`src/rtl/instr_fetch_unit.sv`:
```
// Instruction fetch unit: one outstanding imem read per accepted PC, results queued
// for decode as {instr, pc, misalign} in a small FIFO with a registered head.
module instr_fetch_unit #(
  parameter int          FIFO_DEPTH = 2,
  parameter logic [31:0] NOP_INSTR  = 32'h00000013
) (
  input  logic        clk,
  input  logic        rst,
  input  logic [31:0] pc,
  input  logic        pc_valid,
  output logic        pc_ready,
  input  logic        flush,
  output logic        imem_req,
  output logic [31:0] imem_addr,
  input  logic        imem_gnt,
  input  logic        imem_rvalid,
  input  logic [31:0] imem_rdata,
  output logic        instr_valid,
  output logic [31:0] instr,
  output logic [31:0] instr_pc,
  output logic        instr_misalign,
  input  logic        instr_ready
);
  localparam int PTR_W   = (FIFO_DEPTH > 1) ? $clog2(FIFO_DEPTH) : 1;
  localparam int CNT_W   = $clog2(FIFO_DEPTH + 1);
  localparam int ENTRY_W = 65;
  localparam logic [PTR_W-1:0] LAST_PTR  = PTR_W'(FIFO_DEPTH - 1);
  localparam logic [CNT_W-1:0] DEPTH_CNT = CNT_W'(FIFO_DEPTH);

  typedef enum logic [1:0] {IDLE, REQ, RSP, DISCARD} state_t;

  state_t             state_reg, state_next;
  logic [29:0]        addr_word_reg;
  logic [CNT_W-1:0]   count_reg, count_next;
  logic [PTR_W-1:0]   rd_ptr_reg, rd_ptr_next;
  logic [PTR_W-1:0]   wr_ptr_reg, wr_ptr_next;
  logic [ENTRY_W-1:0] fifo_mem [FIFO_DEPTH];
  logic [ENTRY_W-1:0] head_reg, head_next;
  logic [ENTRY_W-1:0] push_entry;
  logic               accept, aligned, push, pop;
  logic [CNT_W-1:0]   remaining;

  function automatic logic [PTR_W-1:0] ptr_inc(input logic [PTR_W-1:0] p);
    return (p == LAST_PTR) ? '0 : p + 1'b1;
  endfunction

  assign aligned = (pc[1:0] == 2'b00);
  assign accept  = pc_valid && pc_ready;

  // FSM: state register
  always_ff @(posedge clk or posedge rst) begin
    if (rst) state_reg <= IDLE;
    else     state_reg <= state_next;
  end

  // FSM: next state
  always_comb begin
    state_next = state_reg;
    case (state_reg)
      IDLE: begin
        if (accept && aligned) state_next = REQ;
      end
      REQ: begin
        if (flush)         state_next = imem_gnt ? DISCARD : IDLE;
        else if (imem_gnt) state_next = RSP;
      end
      RSP: begin
        if (imem_rvalid) state_next = IDLE;
        else if (flush)  state_next = DISCARD;
      end
      DISCARD: begin
        if (imem_rvalid) state_next = IDLE;
      end
      default: state_next = IDLE;
    endcase
  end

  // FSM: outputs; pc_ready is held low while reset is asserted
  always_comb begin
    pc_ready = 1'b0;
    imem_req = 1'b0;
    case (state_reg)
      IDLE:    pc_ready = (count_reg < DEPTH_CNT) && !flush && !rst;
      REQ:     imem_req = 1'b1;
      default: ;
    endcase
  end

  always_ff @(posedge clk or posedge rst) begin
    if (rst)                   addr_word_reg <= '0;
    else if (accept && aligned) addr_word_reg <= pc[31:2];
  end

  assign imem_addr = {addr_word_reg, 2'b00};

  // Misaligned fetches bypass memory; a response is pushed only outside a flush cycle
  always_comb begin
    push       = 1'b0;
    push_entry = '0;
    if (accept && !aligned) begin
      push       = 1'b1;
      push_entry = {NOP_INSTR, pc, 1'b1};
    end else if (state_reg == RSP && imem_rvalid && !flush) begin
      push       = 1'b1;
      push_entry = {imem_rdata, addr_word_reg, 2'b00, 1'b0};
    end
  end

  assign pop       = (count_reg != '0) && instr_ready && !flush;
  assign remaining = pop ? count_reg - 1'b1 : count_reg;

  always_comb begin
    rd_ptr_next = pop  ? ptr_inc(rd_ptr_reg) : rd_ptr_reg;
    wr_ptr_next = push ? ptr_inc(wr_ptr_reg) : wr_ptr_reg;
    count_next  = push ? remaining + 1'b1 : remaining;
    if (flush) begin
      rd_ptr_next = '0;
      wr_ptr_next = '0;
      count_next  = '0;
    end
  end

  // Head register: takes the pushed word when it lands in an empty queue,
  // otherwise the next stored entry after a pop.
  always_comb begin
    head_next = head_reg;
    if (push && remaining == '0)
      head_next = push_entry;
    else if (pop && count_reg > CNT_W'(1))
      head_next = fifo_mem[rd_ptr_next];
  end

  always_ff @(posedge clk) begin
    if (push) fifo_mem[wr_ptr_reg] <= push_entry;
  end

  always_ff @(posedge clk or posedge rst) begin
    if (rst) begin
      count_reg  <= '0;
      rd_ptr_reg <= '0;
      wr_ptr_reg <= '0;
      head_reg   <= '0;
    end else begin
      count_reg  <= count_next;
      rd_ptr_reg <= rd_ptr_next;
      wr_ptr_reg <= wr_ptr_next;
      head_reg   <= head_next;
    end
  end

  assign instr_valid    = (count_reg != '0);
  assign instr          = head_reg[64:33];
  assign instr_pc       = head_reg[32:1];
  assign instr_misalign = head_reg[0];

endmodule

```
`config.mk`:
```
export PLATFORM = sky130hd
export DESIGN_NAME = instr_fetch_unit
export DESIGN_NICKNAME = d
export VERILOG_FILES = /design/src/rtl/instr_fetch_unit.sv
export SDC_FILE = /design/constraint.sdc
export NUM_CORES = 1
export LEC_CHECK = 0
export ABC_AREA = 0
export BUFFER_PORTS_ARGS = -buffer_cell sky130_fd_sc_hd__buf_2
export CAP_MARGIN = 25
export CORE_MARGIN = 2
export CORE_UTILIZATION = 25
export CTS_BUF_LIST = sky130_fd_sc_hd__clkbuf_4
export DETAILED_ROUTE_END_ITERATION = 12
export PLACE_DENSITY = 0.42
export SLEW_MARGIN = 20
export SYNTH_ARGS = -nofsm -noshare
export SYNTH_HDL_FRONTEND = slang
export SYNTH_SLANG_ARGS = --single-unit
export TNS_END_PERCENT = 10
```
`constraint.sdc`:
```
create_clock -name clk -period 4.6 [get_ports clk]
set_input_delay 0 -clock clk [delete_from_list [all_inputs] [get_ports clk]]
set_output_delay 0 -clock clk [all_outputs]
set_load 0.005 [all_outputs]
```
Word-level counts from Yosys, hierarchy flattened
Memory sizes are Yosys's and may differ from the RTL's.
Index checks and enable logic that the tools add are counted.
{ "word_totals": {"register_bits": 101, "ram_bits": 130, "inputBits": 71, "output_inout_bits": 100, "word_cells": 68, "mem_count": 1} }
{ "memory_table": {"columns": ["memory", "words", "width", "read_ports", "rd_ports_with_merged_regs", "wr", "line", "text"], "rows": [
  ["fifo_mem", 2, 65, 1, 0, 1, "37", "logic [ENTRY_W-1:0] fifo_mem [FIFO_DEPTH];"]
]} }
{ "classes": {"addsub": 4, "magnitude_cmp": 2, "n_eq_ne": 7, "mux": 27, "reduce_logical": 21} }
{ "ops": {"columns": ["op", "count"], "rows": [
  ["two-way mux 65 bit", 4],
  ["two-way mux 2 bit", 10],
  ["two-way mux 1 bit", 12],
  ["logical AND 1 bit", 11],
  ["one-hot mux 2 bit (4 select lines)", 1],
  ["logical NOT 2 bit", 3],
  ["!= test 3 bit (second input constant)", 2],
  ["nonzero test 2 bit", 3],
  ["equality test 2 bit (second input constant)", 2],
  ["!= test 2 bit (second input constant)", 2],
  ["AND reduction 4 bit", 1],
  ["logical NOT 1 bit", 3],
  ["adder 1 bit (second input constant)", 2],
  ["adder 2 x 1 -> 2 bit (second input constant)", 1],
  ["equality test 2 x 1 -> 1 bit (second input constant)", 1],
  ["> comparator 2 x 1 -> 1 bit (second input constant)", 1],
  ["< comparator 2 bit (second input constant)", 1],
  ["subtractor 2 x 1 -> 2 bit (second input constant)", 1]
]} }

Depth between registers and ports, before layout
Gate-level depths: netlist of the first run.
{ "depth": {"depth_word": 9, "mapped_depth": 13, "depth_no_buf": 10} }

Worst setup path before layout of the first run
OpenSTA, ideal clock, no wires.
{ "synth_path": {"kind": "reg-to-reg", "from": "register state_reg[1]", "to": "memory fifo_mem[0][0] (enable)", "setup_ns": 0.488, "arrival_ns": 4.084, "required_time_ns": 4.112, "slack_ns": 0.028, "path_stages_with_launch": 4, "cell_sequence": "dfrtp_1 or4b_4 o31a_4 nor2_1"} }
{ "synth_between": {"elab_chain_len": 7, "word_cells_on_any_way": 11, "cone_classes": "1 x eq/ne; 5 x mux; 5 x reduce/logical"} }
{ "synth_rtl": {"columns": ["item", "line", "text"], "rows": [
  ["start: declaration", "32", "state_t state_reg, state_next;"],
  ["start signal: assignment", "53", "else state_reg <= state_next;"],
  ["equality test 2 bit / logical NOT 2 bit (equally long branches)", "103, 82", null],
  ["logical AND 1 bit / two-way mux 1 bit (equally long branches)", "103, 82", null],
  ["logical AND 1 bit, on equally long branches", "103, 48", null],
  ["two-way mux 1 bit / logical AND 1 bit (equally long branches)", "103, 100", null],
  ["two-way mux 1 bit (*)", "100", "if (accept && !aligned) begin"],
  ["two-way mux 1 bit (*)", "134", "if (push) fifo_mem[wr_ptr_reg] <= push_entry;"],
  ["two-way mux 1 bit (not written as such) (*)", "134", null],
  ["end: declaration", "37", null]
]} }
Mark *: on every way between the ends. The rest lies on a longest branch, timed or not.

Worst setup path after layout of the first run
{ "layout_path": {"from": "register count_reg[1]", "to": "register head_reg[2]"} }
{ "layout_between": {"elab_chain_len": 9, "word_cells_on_any_way": 23, "cone_classes": "1 x add/sub; 2 x order compare; 8 x mux; 11 x reduce/logical; 1 x memory"} }
{ "layout_rtl": {"columns": ["item", "line", "text"], "rows": [
  ["start: declaration", "34", "logic [CNT_W-1:0] count_reg, count_next;"],
  ["start signal: assignment", "144", "count_reg <= count_next;"],
  ["< comparator 2 bit", "83", "IDLE: pc_ready = (count_reg < DEPTH_CNT) && !flush && !rst;"],
  ["logical AND 1 bit (2 in series)", "83", null],
  ["two-way mux 1 bit", "82", "case (state_reg)"],
  ["logical AND 1 bit", "48", "assign accept = pc_valid && pc_ready;"],
  ["logical AND 1 bit", "100", null],
  ["two-way mux 1 bit", "100", null],
  ["logical AND 1 bit", "127", "if (push && remaining == '0)"],
  ["two-way mux 65 bit / nonzero test 2 bit (equally long branches)", null, null],
  ["end signal: assignment", "147", "head_reg <= head_next;"],
  ["end: declaration", "38", "logic [ENTRY_W-1:0] head_reg, head_next;"]
]} }
Several ways; a longest one is shown, not always the timed one. The select of a mux whose other input is x is not followed.
A chain may end at the register's enable or synchronous reset.

==> results of run 1 <==
==> cell families (layout without fill, tap and decap cells) <==
family	Yosys count	count (layout)	share of synthesized area [%]
and+or+nand+nor	159	159	8.918
xor gates and xnor gates	4	4	0.3482
DFF	231	231	63.93
adders and majority gates	3	3	0.3732
buffers and inverters	73	395	3.831
other	1	5	0.03728
AOI/OAI and AO/OA	198	198	15.67
muxes	65	65	6.890
==> cells in the final DEF (no fill, tap or decap), drive strengths merged, types with 2 or more instances in the layout <==
cell type,n
buf,183
edfxtp,130
clkbuf,114
dfrtp,101
dlygate4sd3,78
and2,59
nand2,41
mux2,34
nand2b,32
mux2i,31
o211ai,31
a32oi,31
a22o,31
o22ai,30
a22oi,29
o22a,29
inv,12
nor2,11
clkinv,8
o21ai,7
xnor2,4
diode,3
nor2b,3
nor4,3
ha,3
a211oi,2
and3,2
a31oi,2
conb,2
or2,2
==> Yosys cell counts, drive strengths merged (4+ instances only) <==
library cell and n:
edfxtp 130, dfrtp 101, and2 59, nand2 41
mux2 34, buf 33, clkbuf 32, nand2b 32
a22o 31, a32oi 31, mux2i 31, o211ai 31
o22ai 30, a22oi 29, o22a 29, nor2 11
inv 7, o21ai 7, xnor2 4
==> worst max-delay path, stage by stage (launching register included) <==
cell,delay (ns)
dfrtp_1,0.44
inv_1,0.10
ha_1,0.21
or3b_1,0.49
xnor2_1,0.39
ha_4,0.45
nand2_2,0.67
mux2_2,0.51
==> per-layer routing <==
layer | global-route usage, % | vias up
met5 | 0 | -
met3 | 4.248 | 37
met1 | 17.63 | 3630
met4 | 4.710 | 0
met2 | 24.13 | 197
li1 | - | 3395
==> stage by stage <==
stage / setup slack (ns) / utilization [%]
detailed placement: 1.054 / 28.64
global route: 0.9670 / 33.03
CTS: 1.041 / 32.88
finish: 1.204 / 33.03
global placement: 1.149 / 28.54
floorplan: 0.02828 / -
==> worst max-delay path by stage <==
stage                              from                        to
2_1_floorplan  state_reg[1]$_DFFE_PP0P_  fifo_mem[0][0]$_DFFE_PP_
3_3_place_gp     count_reg[1]$_DFF_PP0_  head_reg[43]$_DFFE_PP0P_
3_5_place_dp     count_reg[1]$_DFF_PP0_  head_reg[42]$_DFFE_PP0P_
4_1_cts          count_reg[1]$_DFF_PP0_  head_reg[44]$_DFFE_PP0P_
5_1_grt          count_reg[1]$_DFF_PP0_  head_reg[64]$_DFFE_PP0P_
6_report         count_reg[1]$_DFF_PP0_   head_reg[2]$_DFFE_PP0P_
==> what timing repair did <==
item                                   CTS  global route
gates resized for setup                  0             0
hold buffers                            78             0
endpoints found under the hold margin  279             0
==> cell type report <==
cell class / count / area [um2]
repair buffers: 261 / 1799
multi-input cells: 431 / 3292
diodes: 3 / 7.507
well taps: 525 / 656.9
clock buffers: 114 / 855.8
inverters: 8 / 33.78
fillers: 4061 / 26610
flip-flops and latches: 231 / 6435
clock inverters: 12 / 45.04
==> power by group through the flow <==
| stage | clock, mW | combinational [mW] | sequential, mW |
|---|---|---|---|
| 6_report | 2.00 | 1.64 | 2.97 |
| 5_1_grt | 2.22 | 1.82 | 3.04 |
| 4_1_cts | 2.10 | 1.63 | 3.01 |
| 3_5_place_dp | 0 | 1.55 | 3.05 |
| 3_3_place_gp | 0 | 1.53 | 3.04 |
| 2_1_floorplan | 0 | 0.834 | 2.97 |
==> reports/results.txt, run 1 <==
Final Critical Period = 3.396 ns
RSZ-0062 raised after global routing = false
Metal2 WL = 14450 um
Die Ht = 204.6 um
Largest net degree at the start of global routing = 70
WL/cell = 18.69 um
Most used DFF post-synth = edfxtp_1
Worst Path Class, Setup = flop to flop
P_int = 4.586 mW
CTS sink count = 231
CP required = 5.18 ns
TritonCTS clock tree = yes
Overall Power = 6.614 mW
R2r worst-path depth = 7
Grt total ovfl = 0
H-tree depth = 3
Net Sw Power = 2.028 mW
Final instance area = 13130 um2
Dpl hpwl = 16610 um
Unique masters post-synth = 50
I/O Buffers = 168
Max-cap viol count = 0
DRT Wirelength = 29620 um
Share of the synthesized area in the top cell type = 38.81%
First-pass GRT wire length = 45190 um
Synth top area cells = edfxtp_1 (39%), dfrtp_1 (25%), and2_1 (3.7%), mux2_2 (3.4%), mux2i_1 (3.1%)
Postcts setup bufs = 0
Hold Vio Cnt, Final = 0
Placer Congestion = 0.7170
Count of pins over their slew limit = 0
WP data arrival = 3.97 ns
Clock Path Buffers = 3
Final nets = 1077
Period utilisation layout = 73.83%
Critical path startpoint category = flop
Placed cells = 1376
Core Area = 39730 um2
Sequential element share of the synthesized area = 63.93%
Slew @ Worst Pin = 1.023 ns
Die footprint = 41860 um2
Fmax = 294.5 MHz
Clk root buf = clkbuf_4
CTS clk-pin slew, worst paths = 0.06 ns
R2R Setup Slk = 1.20 ns
DRT iter0 DRCs = 285
Initial core utilization = 25.32%
Hold path depth = 3
M1 WL = 13010 um
Mean Syn Cell Area = 13.71 um2
Min-Delay Endpoint = addr_word_reg[15]$_DFFE_PP0P_
Post-synth EDFFs = 130
Slew Limit Headroom = 31.77%
Logic pwr share = 24.8%
Clk_lat worst skew = 0.71 ns
Post-route ant nets = 0
Number of global-route vias before repair = 7562
Max Used Layer = met4
Placement-stage cell area = 11380 um2
Peak supply drop = 194.3 uV
Reg-to-reg startpoint = count_reg[1]$_DFF_PP0_
Initial antenna violation count = 3
Initial DRT Pass Iterations = 4
Routed wl met3 = 1697 um
Fin Hold WS = 0.09331 ns
Power Density = 503.9 nW/um2
Total track usage = 14.37%
Area growth syn-to-layout = 30.47%
Total number of yosys warnings = 0
Synth Cell Area = 10060 um2
Layout cell share with drive strength beyond 1 = 33.21%
Area leader, netlist = edfxtp_1
Post-Layout Cell Count = 1585
Crit path max fanout = 35
Async set-reset flop share out of synthesis = 43.72%
Clock network fraction of design power = 30.3%
LEAKAGE = 5.229 nW
Setup_tns = 0 ns
Cells after Synth = 734
Max FFs per register = 130
Ports = 171
Drt drc = 0
TritonCTS Buffers = 70
CP endpoint kind = flop
Via/cell ratio = 4.580
Final Skew = 0.03617 ns
Worst r2r dst = head_reg[2]$_DFFE_PP0P_
Setup violations, final = 0
Die Wd = 204.6 um
Status = finished clean
Synth Register Bits = 231
Row count = 73
Vias = 7259
Hold path start = pc[17]
Switching Fraction = 30.66%
Sequential Power Share = 44.9%
Hold WC Path Type = input pin to flop
(Power assumes the default switching activity.)
==> inputs of run 2 (changes only) <==
--- a/config.mk
+++ b/config.mk
@@ -12,7 +12,7 @@
 export CORE_UTILIZATION = 25
 export CTS_BUF_LIST = sky130_fd_sc_hd__clkbuf_4
 export DETAILED_ROUTE_END_ITERATION = 12
-export PLACE_DENSITY = 0.42
+export PLACE_DENSITY = 0.41
 export SLEW_MARGIN = 20
 export SYNTH_ARGS = -nofsm -noshare
 export SYNTH_HDL_FRONTEND = slang
==> constraint.sdc (replaced) <==
create_clock -name clk -period 3.56 [get_ports clk]
set_input_delay 0 -clock clk [delete_from_list [all_inputs] [get_ports clk]]
set_output_delay 0 -clock clk [all_outputs]
set_load 0.005 [all_outputs]
==> reports/results.txt, run 2 (synthesis results as in run 1) <==
Hold Vio Cnt, Final = 0
CTS clk-pin slew, worst paths = 0.06 ns
Slew @ Worst Pin = 0.8353 ns
Register Area = 6435 um2
RSZ-0062 raised after global routing = false
Largest net degree at the start of global routing = 64
CTS sink count = 231
Sequential Power Share = 44.8%
Row count = 73
H-tree depth = 3
WL/cell = 19.07 um
WP data arrival = 3.77 ns
Setup_tns = 0 ns
Final Critical Period = 3.186 ns
Filler Cells Inserted = 4065
Initial core utilization = 25.32%
Max-cap viol count = 0
Core Area = 39730 um2
Clock network fraction of design power = 30.4%
Peak supply drop = 295.1 uV
CP endpoint kind = flop
Net Sw Power = 2.640 mW
Post-Layout Cell Count = 1599
Initial DRT Pass Iterations = 4
Drt drc = 0
Clk root buf = clkbuf_4
Worst Path Class, Setup = input pin to flop
I/O Buffers = 168
Most common cell after layout, fill and taps aside = buf_2
Placed cells = 1383
Ports = 171
Hold WC Path Type = input pin to flop
Critical path startpoint category = input pin
Vias = 7371
TritonCTS Buffers = 70
TritonCTS clock tree = yes
Post-route ant nets = 0
Crit path max fanout = 32
Logic pwr share = 24.8%
Area growth syn-to-layout = 31.62%
Final Skew = 0.03783 ns
Via/cell ratio = 4.610
Power Density = 648.5 nW/um2
Clock Path Buffers = 3
Setup violations, final = 0
LEAKAGE = 5.275 nW
Grt total ovfl = 0
Status = finished clean
Switching Fraction = 30.75%
Clk_lat worst skew = 0.70 ns
Final nets = 1091
Die footprint = 41860 um2
Number of global-route vias before repair = 7808
Fmax = 313.8 MHz
Layout cell share with drive strength beyond 1 = 33.40%
Total track usage = 14.71%
Dpl hpwl = 17430 um
CP required = 4.15 ns
Slew Limit Headroom = 44.31%
Count of pins over their slew limit = 0
Multi-input gate area = 3292 um2
Initial antenna violation count = 4
Period utilisation layout = 89.50%
Placer Congestion = 0.6673
P_int = 5.946 mW
Max FFs per register = 130
DRT iter0 DRCs = 365
Die Wd = 204.6 um
First-pass GRT wire length = 46440 um
Most frequent cells in the layout = buf_2 (168), edfxtp_1 (130), clkbuf_4 (115), dfrtp_1 (100), dlygate4sd3_1 (86)
DRT Wirelength = 30490 um
Die Ht = 204.6 um
## run 2: through the flow
step | setup WS [ns] | hold slack [ns] | utilization (%) | cell area, um2 | power [mW]
floorplan | 0.08617 | 0.02888 | - | 10070 | 4.911
global placement | 0.5428 | 0.2447 | 28.81 | 11450 | 5.966
detailed placement | 0.4588 | 0.2515 | 28.81 | 11450 | 5.988
CTS | 0.3635 | 0.0008919 | 33.22 | 13200 | 8.788
global route | 0.2242 | 0.01529 | 33.32 | 13240 | 9.203
finish | 0.3737 | 0.08146 | 33.32 | 13240 | 8.586
## run 2: worst paths after layout
| path | cells past startpoint | slack (ns) | to | startpoint |
|---|---|---|---|---|
| min in group asynchronous | 4 | 0.45 | head_reg[5]$_DFFE_PP0P_ | rst |
| worst min register to register | 1 | 0.50 | head_reg[63]$_DFFE_PP0P_ | head_reg[63]$_DFFE_PP0P_ |
| worst min-delay path | 3 | 0.08 | addr_word_reg[17]$_DFFE_PP0P_ | pc[19] |
| worst max-delay path | 10 | 0.37 | head_reg[28]$_DFFE_PP0P_ | rst |
| worst max register to register | 7 | 0.38 | head_reg[28]$_DFFE_PP0P_ | state_reg[1]$_DFFE_PP0P_ |
| max in group asynchronous | 5 | 2.39 | head_reg[30]$_DFFE_PP0P_ | rst |
## run 2: worst max-delay path, stage by stage
cell           delay (ns)
dlygate4sd3_1        0.53
dlygate4sd3_1        0.55
buf_2                0.16
or4b_4               0.53
dlygate4sd3_1        0.65
o31ai_4              0.21
buf_4                0.42
nand2_2              0.15
buf_4                0.30
a32oi_1              0.23
## run 2: final cells by class
class / count / area share (%)
Clock buffer: 115 / 6.521
Inverter: 8 / 0.2552
Multi-Input combinational cell: 431 / 24.86
Sequential cell: 231 / 48.60
Antenna cell: 5 / 0.09450
Tap cell: 525 / 4.961
Clock inverter: 9 / 0.2835
Timing Repair Buffer: 275 / 14.42
## run 2: timing repair
action / 4_1_cts / 5_1_grt
endpoints found under the hold margin: 291 / 28
hold buffers: 85 / 1
buffers inserted: 0 / 0
resized for setup: 0 / 0
## run 2: routing by layer
layer	track usage, %	vias up	wire (um)	part of all wire (%)
li1	-	3434	-	-
met1	17.74	3673	13180	43
met2	24.93	211	14740	48
met3	4.486	53	1893	6.2
met4	4.891	0	678	2.2
met5	0	-	0	0
## run 2: power groups by stage
stage	sequential, mW	combinational (mW)	clock, mW
finish	3.85	2.13	2.61
global route	3.94	2.36	2.90
CTS	3.86	2.19	2.74
detailed placement	3.91	2.08	0
global placement	3.90	2.06	0
floorplan	3.83	1.08	0
